`src/rtl/seq_divider_16.sv`:
```
// Iterative radix-2 restoring divider: one quotient bit per cycle, MSB first.
// Define DIVIDER_SIGNED_EN for two's-complement operands (magnitude divide plus sign fix-up).
module seq_divider_16 #(
  parameter int WIDTH = 16
) (
  input  logic             clk,
  input  logic             rst,
  input  logic             in_valid,
  output logic             in_ready,
  input  logic [WIDTH-1:0] dividend,
  input  logic [WIDTH-1:0] divisor,
  output logic             out_valid,
  input  logic             out_ready,
  output logic [WIDTH-1:0] quotient,
  output logic [WIDTH-1:0] remainder,
  output logic             div_by_zero,
  output logic             busy
);

  localparam int                CW        = $clog2(WIDTH);
  localparam int unsigned       LAST_I    = WIDTH - 32'd1;
  localparam logic [CW-1:0]     CNT_LAST  = CW'(LAST_I);
  localparam logic [CW-1:0]     CNT_ONE   = CW'(1'b1);
  localparam logic [CW-1:0]     CNT_ZERO  = {CW{1'b0}};
  localparam logic [WIDTH-1:0]  ZERO_W    = {WIDTH{1'b0}};
  localparam logic [WIDTH-1:0]  ONES_W    = {WIDTH{1'b1}};
  localparam logic [WIDTH:0]    ZERO_R    = {(WIDTH+1){1'b0}};

  typedef enum logic [1:0] {
    IDLE = 2'd0,
    CALC = 2'd1,
    DONE = 2'd2
  } state_e;

  state_e             state_q, state_d;
  logic [CW-1:0]      cnt_q, cnt_d;
  logic [WIDTH:0]     rem_q, rem_d;
  logic [WIDTH-1:0]   quo_q, quo_d;
  logic [WIDTH-1:0]   div_q, div_d;
  logic               in_ready_q, in_ready_d;
  logic               out_valid_q, out_valid_d;
  logic [WIDTH-1:0]   quotient_q, quotient_d;
  logic [WIDTH-1:0]   remainder_q, remainder_d;
  logic               dbz_q, dbz_d;
  logic               busy_q, busy_d;

  logic [WIDTH:0]     r_shift_s;
  logic               ge_s;
  logic [WIDTH:0]     r_next_s;
  logic [WIDTH-1:0]   q_next_s;
  logic [WIDTH-1:0]   a_mag_s;
  logic [WIDTH-1:0]   b_mag_s;
  logic [WIDTH-1:0]   quo_fin_s;
  logic [WIDTH-1:0]   rem_fin_s;
  logic               accept_s;

  assign accept_s = in_valid & in_ready_q;

  // rem_q[WIDTH] acts as the carry of the shift, so it forces a subtract.
  assign r_shift_s = {rem_q[WIDTH-1:0], quo_q[WIDTH-1]};
  assign ge_s      = rem_q[WIDTH] | (r_shift_s >= {1'b0, div_q});
  assign r_next_s  = ge_s ? (r_shift_s - {1'b0, div_q}) : r_shift_s;
  assign q_next_s  = {quo_q[WIDTH-2:0], ge_s};

`ifdef DIVIDER_SIGNED_EN
  logic neg_quo_q, neg_quo_d;
  logic neg_rem_q, neg_rem_d;

  function automatic logic [WIDTH-1:0] neg2(input logic [WIDTH-1:0] v);
    return ~v + {{(WIDTH-1){1'b0}}, 1'b1};
  endfunction

  assign a_mag_s   = dividend[WIDTH-1] ? neg2(dividend) : dividend;
  assign b_mag_s   = divisor[WIDTH-1]  ? neg2(divisor)  : divisor;
  assign quo_fin_s = neg_quo_q ? neg2(q_next_s) : q_next_s;
  assign rem_fin_s = neg_rem_q ? neg2(r_next_s[WIDTH-1:0]) : r_next_s[WIDTH-1:0];

  // Sign flags for the fix-up applied on entry to DONE.
  always_comb begin
    neg_quo_d = neg_quo_q;
    neg_rem_d = neg_rem_q;
    if (accept_s) begin
      neg_quo_d = dividend[WIDTH-1] ^ divisor[WIDTH-1];
      neg_rem_d = dividend[WIDTH-1];
    end else begin
      neg_quo_d = neg_quo_q;
      neg_rem_d = neg_rem_q;
    end
  end

  // Sign flag registers.
  always_ff @(posedge clk) begin
    if (rst) begin
      neg_quo_q <= 1'b0;
      neg_rem_q <= 1'b0;
    end else begin
      neg_quo_q <= neg_quo_d;
      neg_rem_q <= neg_rem_d;
    end
  end
`else
  assign a_mag_s   = dividend;
  assign b_mag_s   = divisor;
  assign quo_fin_s = q_next_s;
  assign rem_fin_s = r_next_s[WIDTH-1:0];
`endif

  // Next-state and datapath control.
  always_comb begin
    state_d     = state_q;
    cnt_d       = cnt_q;
    rem_d       = rem_q;
    quo_d       = quo_q;
    div_d       = div_q;
    out_valid_d = out_valid_q;
    quotient_d  = quotient_q;
    remainder_d = remainder_q;
    dbz_d       = dbz_q;

    case (state_q)
      IDLE: begin
        if (accept_s) begin
          if (divisor == ZERO_W) begin
            state_d     = DONE;
            out_valid_d = 1'b1;
            quotient_d  = ONES_W;
            remainder_d = dividend;
            dbz_d       = 1'b1;
          end else begin
            state_d = CALC;
            cnt_d   = CNT_ZERO;
            rem_d   = ZERO_R;
            quo_d   = a_mag_s;
            div_d   = b_mag_s;
          end
        end else begin
          state_d = IDLE;
        end
      end
      CALC: begin
        rem_d = r_next_s;
        quo_d = q_next_s;
        if (cnt_q == CNT_LAST) begin
          state_d     = DONE;
          cnt_d       = CNT_ZERO;
          out_valid_d = 1'b1;
          quotient_d  = quo_fin_s;
          remainder_d = rem_fin_s;
          dbz_d       = 1'b0;
        end else begin
          cnt_d = cnt_q + CNT_ONE;
        end
      end
      DONE: begin
        if (out_ready) begin
          state_d     = IDLE;
          out_valid_d = 1'b0;
        end else begin
          state_d = DONE;
        end
      end
      default: begin
        state_d     = IDLE;
        out_valid_d = 1'b0;
      end
    endcase

    in_ready_d = (state_d == IDLE);
    busy_d     = (state_d != IDLE);
  end

  // State, datapath and output registers.
  always_ff @(posedge clk) begin
    if (rst) begin
      state_q     <= IDLE;
      cnt_q       <= CNT_ZERO;
      rem_q       <= ZERO_R;
      quo_q       <= ZERO_W;
      div_q       <= ZERO_W;
      in_ready_q  <= 1'b1;
      out_valid_q <= 1'b0;
      quotient_q  <= ZERO_W;
      remainder_q <= ZERO_W;
      dbz_q       <= 1'b0;
      busy_q      <= 1'b0;
    end else begin
      state_q     <= state_d;
      cnt_q       <= cnt_d;
      rem_q       <= rem_d;
      quo_q       <= quo_d;
      div_q       <= div_d;
      in_ready_q  <= in_ready_d;
      out_valid_q <= out_valid_d;
      quotient_q  <= quotient_d;
      remainder_q <= remainder_d;
      dbz_q       <= dbz_d;
      busy_q      <= busy_d;
    end
  end

  assign in_ready    = in_ready_q;
  assign out_valid   = out_valid_q;
  assign quotient    = quotient_q;
  assign remainder   = remainder_q;
  assign div_by_zero = dbz_q;
  assign busy        = busy_q;

endmodule
```
`config.mk`:
```
export PLATFORM = sky130hd
export DESIGN_NAME = seq_divider_16
export DESIGN_NICKNAME = d
export VERILOG_FILES = /design/src/rtl/seq_divider_16.sv
export SDC_FILE = /design/constraint.sdc
export NUM_CORES = 1
export LEC_CHECK = 0
export CELL_PAD_IN_SITES_DETAIL_PLACEMENT = 1
export CELL_PAD_IN_SITES_GLOBAL_PLACEMENT = 1
export CORE_ASPECT_RATIO = 1.1
export CORE_UTILIZATION = 36
export CTS_CLUSTER_DIAMETER = 50
export DETAILED_ROUTE_END_ITERATION = 7
export PLACE_DENSITY_LB_ADDON = 0.1
export REMOVE_ABC_BUFFERS = 1
export SETUP_SLACK_MARGIN = 0.2
export SYNTH_ARGS = -nofsm -noshare
export SYNTH_HDL_FRONTEND = slang
export SYNTH_SLANG_ARGS = --single-unit
```
`constraint.sdc`:
```
create_clock -name clk -period 2.66 [get_ports clk]
set_input_delay 0.532 -clock clk [delete_from_list [all_inputs] [get_ports clk]]
set_output_delay 0.532 -clock clk [all_outputs]
set_load 0.01 [all_outputs]
```
Word level (Yosys, flattened, before mapping)
Index checks and enable logic that the tools add are counted.
W data, S select, Z words.
- add/sub/neg operators: 2
- order comparisons: 1
- equality and inequality tests: 8
- mux-type cells: 31
- bitwise logic cells: 3
- reduce and logical (&&, ||, !) cells: 9
- operators by type and width (cell ; number):
    $mux W16 ; 8
    $pmux W16 S2 ; 3
    $mux W17 ; 3
    $pmux W17 S2 ; 1
    $ge A17 B16 Y1 ; 1
    $sub A17 B16 Y17 ; 1
    $logic_not A16 Y1 ; 1
    $mux W4 ; 3
    $ne A2 B2 Y1 const B ; 5
    $mux W2 ; 4
    $pmux W4 S2 ; 1
    $reduce_and A4 Y1 ; 2
    $pmux W2 S3 ; 1
    $reduce_and A3 Y1 ; 2
    $mux W1 ; 5
    $add A4 B1 Y4 const B ; 1
    $eq A4 B4 Y1 const B ; 1
    $logic_not A2 Y1 ; 2
    $reduce_bool A2 Y1 ; 2
    $pmux W1 S3 ; 1
    $eq A2 B1 Y1 const B ; 1
    $eq A2 B2 Y1 const B ; 1
    $pmux W1 S2 ; 1
    $and A1 B1 Y1 ; 1
    other kinds (2) ; 2
- flip-flop bits (word level): 91
- bits of input ports: 36
- output and inout bits: 36
- word-level logic and storage cells: 65

Longest topological paths before layout
- depth after elaboration: 5
- gate-level depth with buffers: 11
- mapped depth without buffers: 11

Worst setup path after synthesis
No wires, ideal clock.
- path kind: register to register
- start: reg quo_q[15]
- end: reg remainder_q[12], in the netlist remainder[12]
- setup time: 0.132 ns
- arrival: 2.383 ns
- data required time: 2.528 ns
- path slack: 0.145 ns
- stages on the path, launching flop included: 12
- buffers on the path: 0
- clock period less this slack: 2.515 ns
- path through: dfxtp_1 -> inv_1 -> ha_1 -> inv_1 -> fa_1 -> a21o_1 -> a221oi_4 -> a311oi_1 -> or3_1 -> o211a_2 -> a2111oi_4 -> nor4_1
- word-level cells in the longest chain between the ends: 5
- elaborated cells between the ends (all ways): 6
- classes of those cells: add/sub (1); order compare (1); mux (3); bitwise (1)
- RTL lines (element ; RTL line ; text):
    from (decl) ; 38 ; logic [WIDTH-1:0] quo_q, quo_d;
    from (signal assigned) ; 190 ; quo_q <= quo_d;
    $ge A17 B16 Y1 ; 61 ; assign ge_s = rem_q[WIDTH] | (r_shift_s >= {1'b0, div_q});
    $or A1 B1 Y1 ; 61 ;
    $mux W17 * ; 62 ; assign r_next_s = ge_s ? (r_shift_s - {1'b0, div_q}) : r_shift_s;
    $mux W16 * ; 143 ; if (cnt_q == CNT_LAST) begin
    $pmux W16 S2 * ; 120 ; case (state_q)
    to (signal assigned) ; 195 ; remainder_q <= remainder_d;
    to (decl) ; 43 ; logic [WIDTH-1:0] remainder_q, remainder_d;
Mark *: on every way between the ends. The rest lies on a longest branch, timed or not. The select of a mux whose other input is x is not followed.
A chain may end at the register's enable or synchronous reset.

Worst setup path after layout
- start: reg quo_q[15]
- end: reg remainder_q[14], in the netlist remainder[14]
Same word-level chain as after synthesis.

==> results.toml <==
[outcome]
outcome = "complete, no violations"

[clocking]
h-tree-depth = 3
clock_path_buffers = 2
cts_tree = "yes"
worstSkewPairLatency_ps = 350
cts_inserted_buffers = 9
clock-root-buffer = "clkbuf_16"
cts.sinks = 91
clkTransAtPathRegs_ps = 70
ctsHoldBuffers = 0

[yosys]
seq_area_frac_synth = 0.389
synthMostInstantiatedCell = "dfxtp_1"
synth.distinct_cells = 63
synth-async-reset-ratio = 0
synth_commonest_cells = "dfxtp_1, nor2_1, nand2_1"
synth_area_per_cell_um2 = 8.25
synth_enable_flop_cells = 0
ys_ff_latch = 91
synthCells = 568
yosys_warnings = 0
netlist_top_cells_area = "dfxtp_1, nor2_1, nand2_1"
yosys.area.top_type = "dfxtp_1"
ys.flop_type = "dfxtp_1"
syn-cell-area_mm2 = 0.00469
synth_top_cell_area_share = 0.389

[global_route]
grt_pass1_wl_mm = 25.4
overflow = 0
antenna_found_initial = 0
grt_max_degree = 38
grt_use_total = 0.239
grt_pass1_vias = 4912

[routing]
final_antenna_net_count = 0
wl_mm = 16.2
wl_per_cell_um = 19.0
first_pass_iters = 4
vias = 4695
drc_errors = 0
viasPerCell = 5.50
drt_iter0_drc = 169

[layout]
drive_above_1_share = 0.227
fin_util = 0.538
instances_no_fill = 854
antenna_cells = 0
fin_area_mm2 = 0.00680
area_growth_pct = 45.1
layout.nets = 746

[critical_path]
arrival_ps = 2840
cp_slowest_cell = "a221oi_4"
crit_required_ps = 2880
cp_slowest_stage_delay_ps = 360
cp-end-kind = "flop"
crit_top_cell = "inv_2"
crit_chain = "inv_2 -> ha_4 -> inv_2 -> fa_2 -> a21o_1 -> a221oi_4 -> a31oi_4 -> and3_4 -> o32a_1 -> a21oi_1 -> buf_4 -> o22ai_2"
crit_path_max_fanout = 3
criticalPathCategory = "reg2reg"
start_kind = "flop"

[placed_design]
dp_slack_ps = -371
place_inst = 829
dp_hpwl_mm = 11.7
gp_congestion = 0.844
place_area_mm2 = 0.00602
port_buffers = 71

[sta]
tightest_slew_ps = 529
slew-limit-headroom = 0.647
clock-skew-final_ps = 6.70
tns_ps = 0
whs_ps = 473
hold_viol = 0
fmax_mhz = 381
period_share = 0.987
min_period_ps = 2630
grt_setup_unrepaired = "yes"
finalMaxSlewViolations = 0
setup_viol = 0
setup_ws_ps = 34.5

[job]
max-cap-violations = 0

[floorplanning]
die_h_um = 122
start_util = 0.371
fp-row-count = 43
core_area_mm2 = 0.0126
io_pins = 72
die_x_um = 111
die-area_mm2 = 0.0135

[power]
irDropWorstVdd_mv = 0.881
power_mw = 8.82
p_leak_nw = 2.62
power_density_mw_per_mm2 = 1300

[min_path]
hold_class = "reg2reg"
cell type report:
class                           count  area [µm²]
Clock inverter                      3        22.5
Inverter                           21        78.8
Fill cell                        1488        5840
Tap cell                          157         196
Sequential cell                    91        1830
Clock buffer                       13         260
Timing Repair Buffer              145        1380
Multi-Input combinational cell    424        3040
final timing paths:
kind / depth (start not counted) / endpoint / start / slack [ps]
worst max-delay path: 12 / remainder[14] / quo_q[15] / 30
worst min-delay path: 2 / remainder[10] / remainder[10] / 470
worst max register to register: 12 / remainder[14] / quo_q[15] / 30
worst min register to register: 2 / remainder[10] / remainder[10] / 470
metal layers:
layer / GRT usage / up-vias / routed length (µm)
met3: 0.0323 / 28 / 408
met2: 0.444 / 81 / 8540
met4: 0.104 / 0 / 405
li1: - / 2294 / -
met1: 0.275 / 2292 / 6840
met5: 0 / - / 0
state kept, by name, indices dropped and copies added, names as in the netlist:
name and cells:
busy 1, cnt_q 4, div_by_zero 1, div_q 16, in_ready 1, out_valid 1
quo_q 16, quotient 16, rem_q 17, remainder 16, state_q 2
timing repair:
action,4_1_cts,5_1_grt
setup buffers,3,4
pin swaps,15,20
resized for setup,28,53
setup endpoints to repair,28,62
gates cloned,0,2
power breakdown:
group | internal [mW] | total [mW] | switching (mW)
Sequential | 1.51 | 1.68 | 0.172
Combinational | 2.90 | 5.90 | 3.00
Clock | 0.686 | 1.23 | 0.548
kinds of logic (layout without fill, tap and decap cells):
group | count (synthesis) | in the layout | synth area share
AO/OA/AOI/OAI | 162 | 162 | 0.242
multiplexers | 21 | 21 | 0.0448
adder cells (fa/ha/maj) | 18 | 18 | 0.0497
buffers and inverters | 53 | 182 | 0.0446
XOR/XNOR | 12 | 12 | 0.0224
AND/OR/NAND/NOR | 211 | 211 | 0.207
flip-flops | 91 | 91 | 0.389
worst max-delay path, delay by kind of cell (launching register included):
family,cells,cell delay (ps)
compound gates,6,1230
fa+ha+maj,2,480
buf+inv,3,230
flops,1,330
simple gates,1,220
cells in the final DEF, fill, tap and decap left out, types with 4 or more instances in the layout:
cell type / netlist / final
a21o_1: 7 / 7
clkbuf_16: 0 / 11
o22ai_1: 5 / 5
ha_4: 0 / 7
clkdlybuf4s50_1: 0 / 67
nand2b_1: 7 / 6
mux2i_4: 0 / 4
o21ai_1: 2 / 5
and3_4: 1 / 4
dfxtp_1: 91 / 85
nand2_1: 65 / 65
a311oi_2: 1 / 5
nand3_1: 5 / 5
xnor2_1: 10 / 10
inv_1: 20 / 18
nor3_1: 7 / 6
nand3b_1: 16 / 16
mux2i_1: 21 / 17
nor2_1: 83 / 81
buf_12: 0 / 5
a311oi_1: 23 / 18
ha_1: 17 / 7
dfxtp_2: 0 / 6
a21oi_1: 36 / 34
o21ai_0: 40 / 35
buf_4: 1 / 64
o21bai_1: 4 / 4
Power figures use the tool's default switching activity.
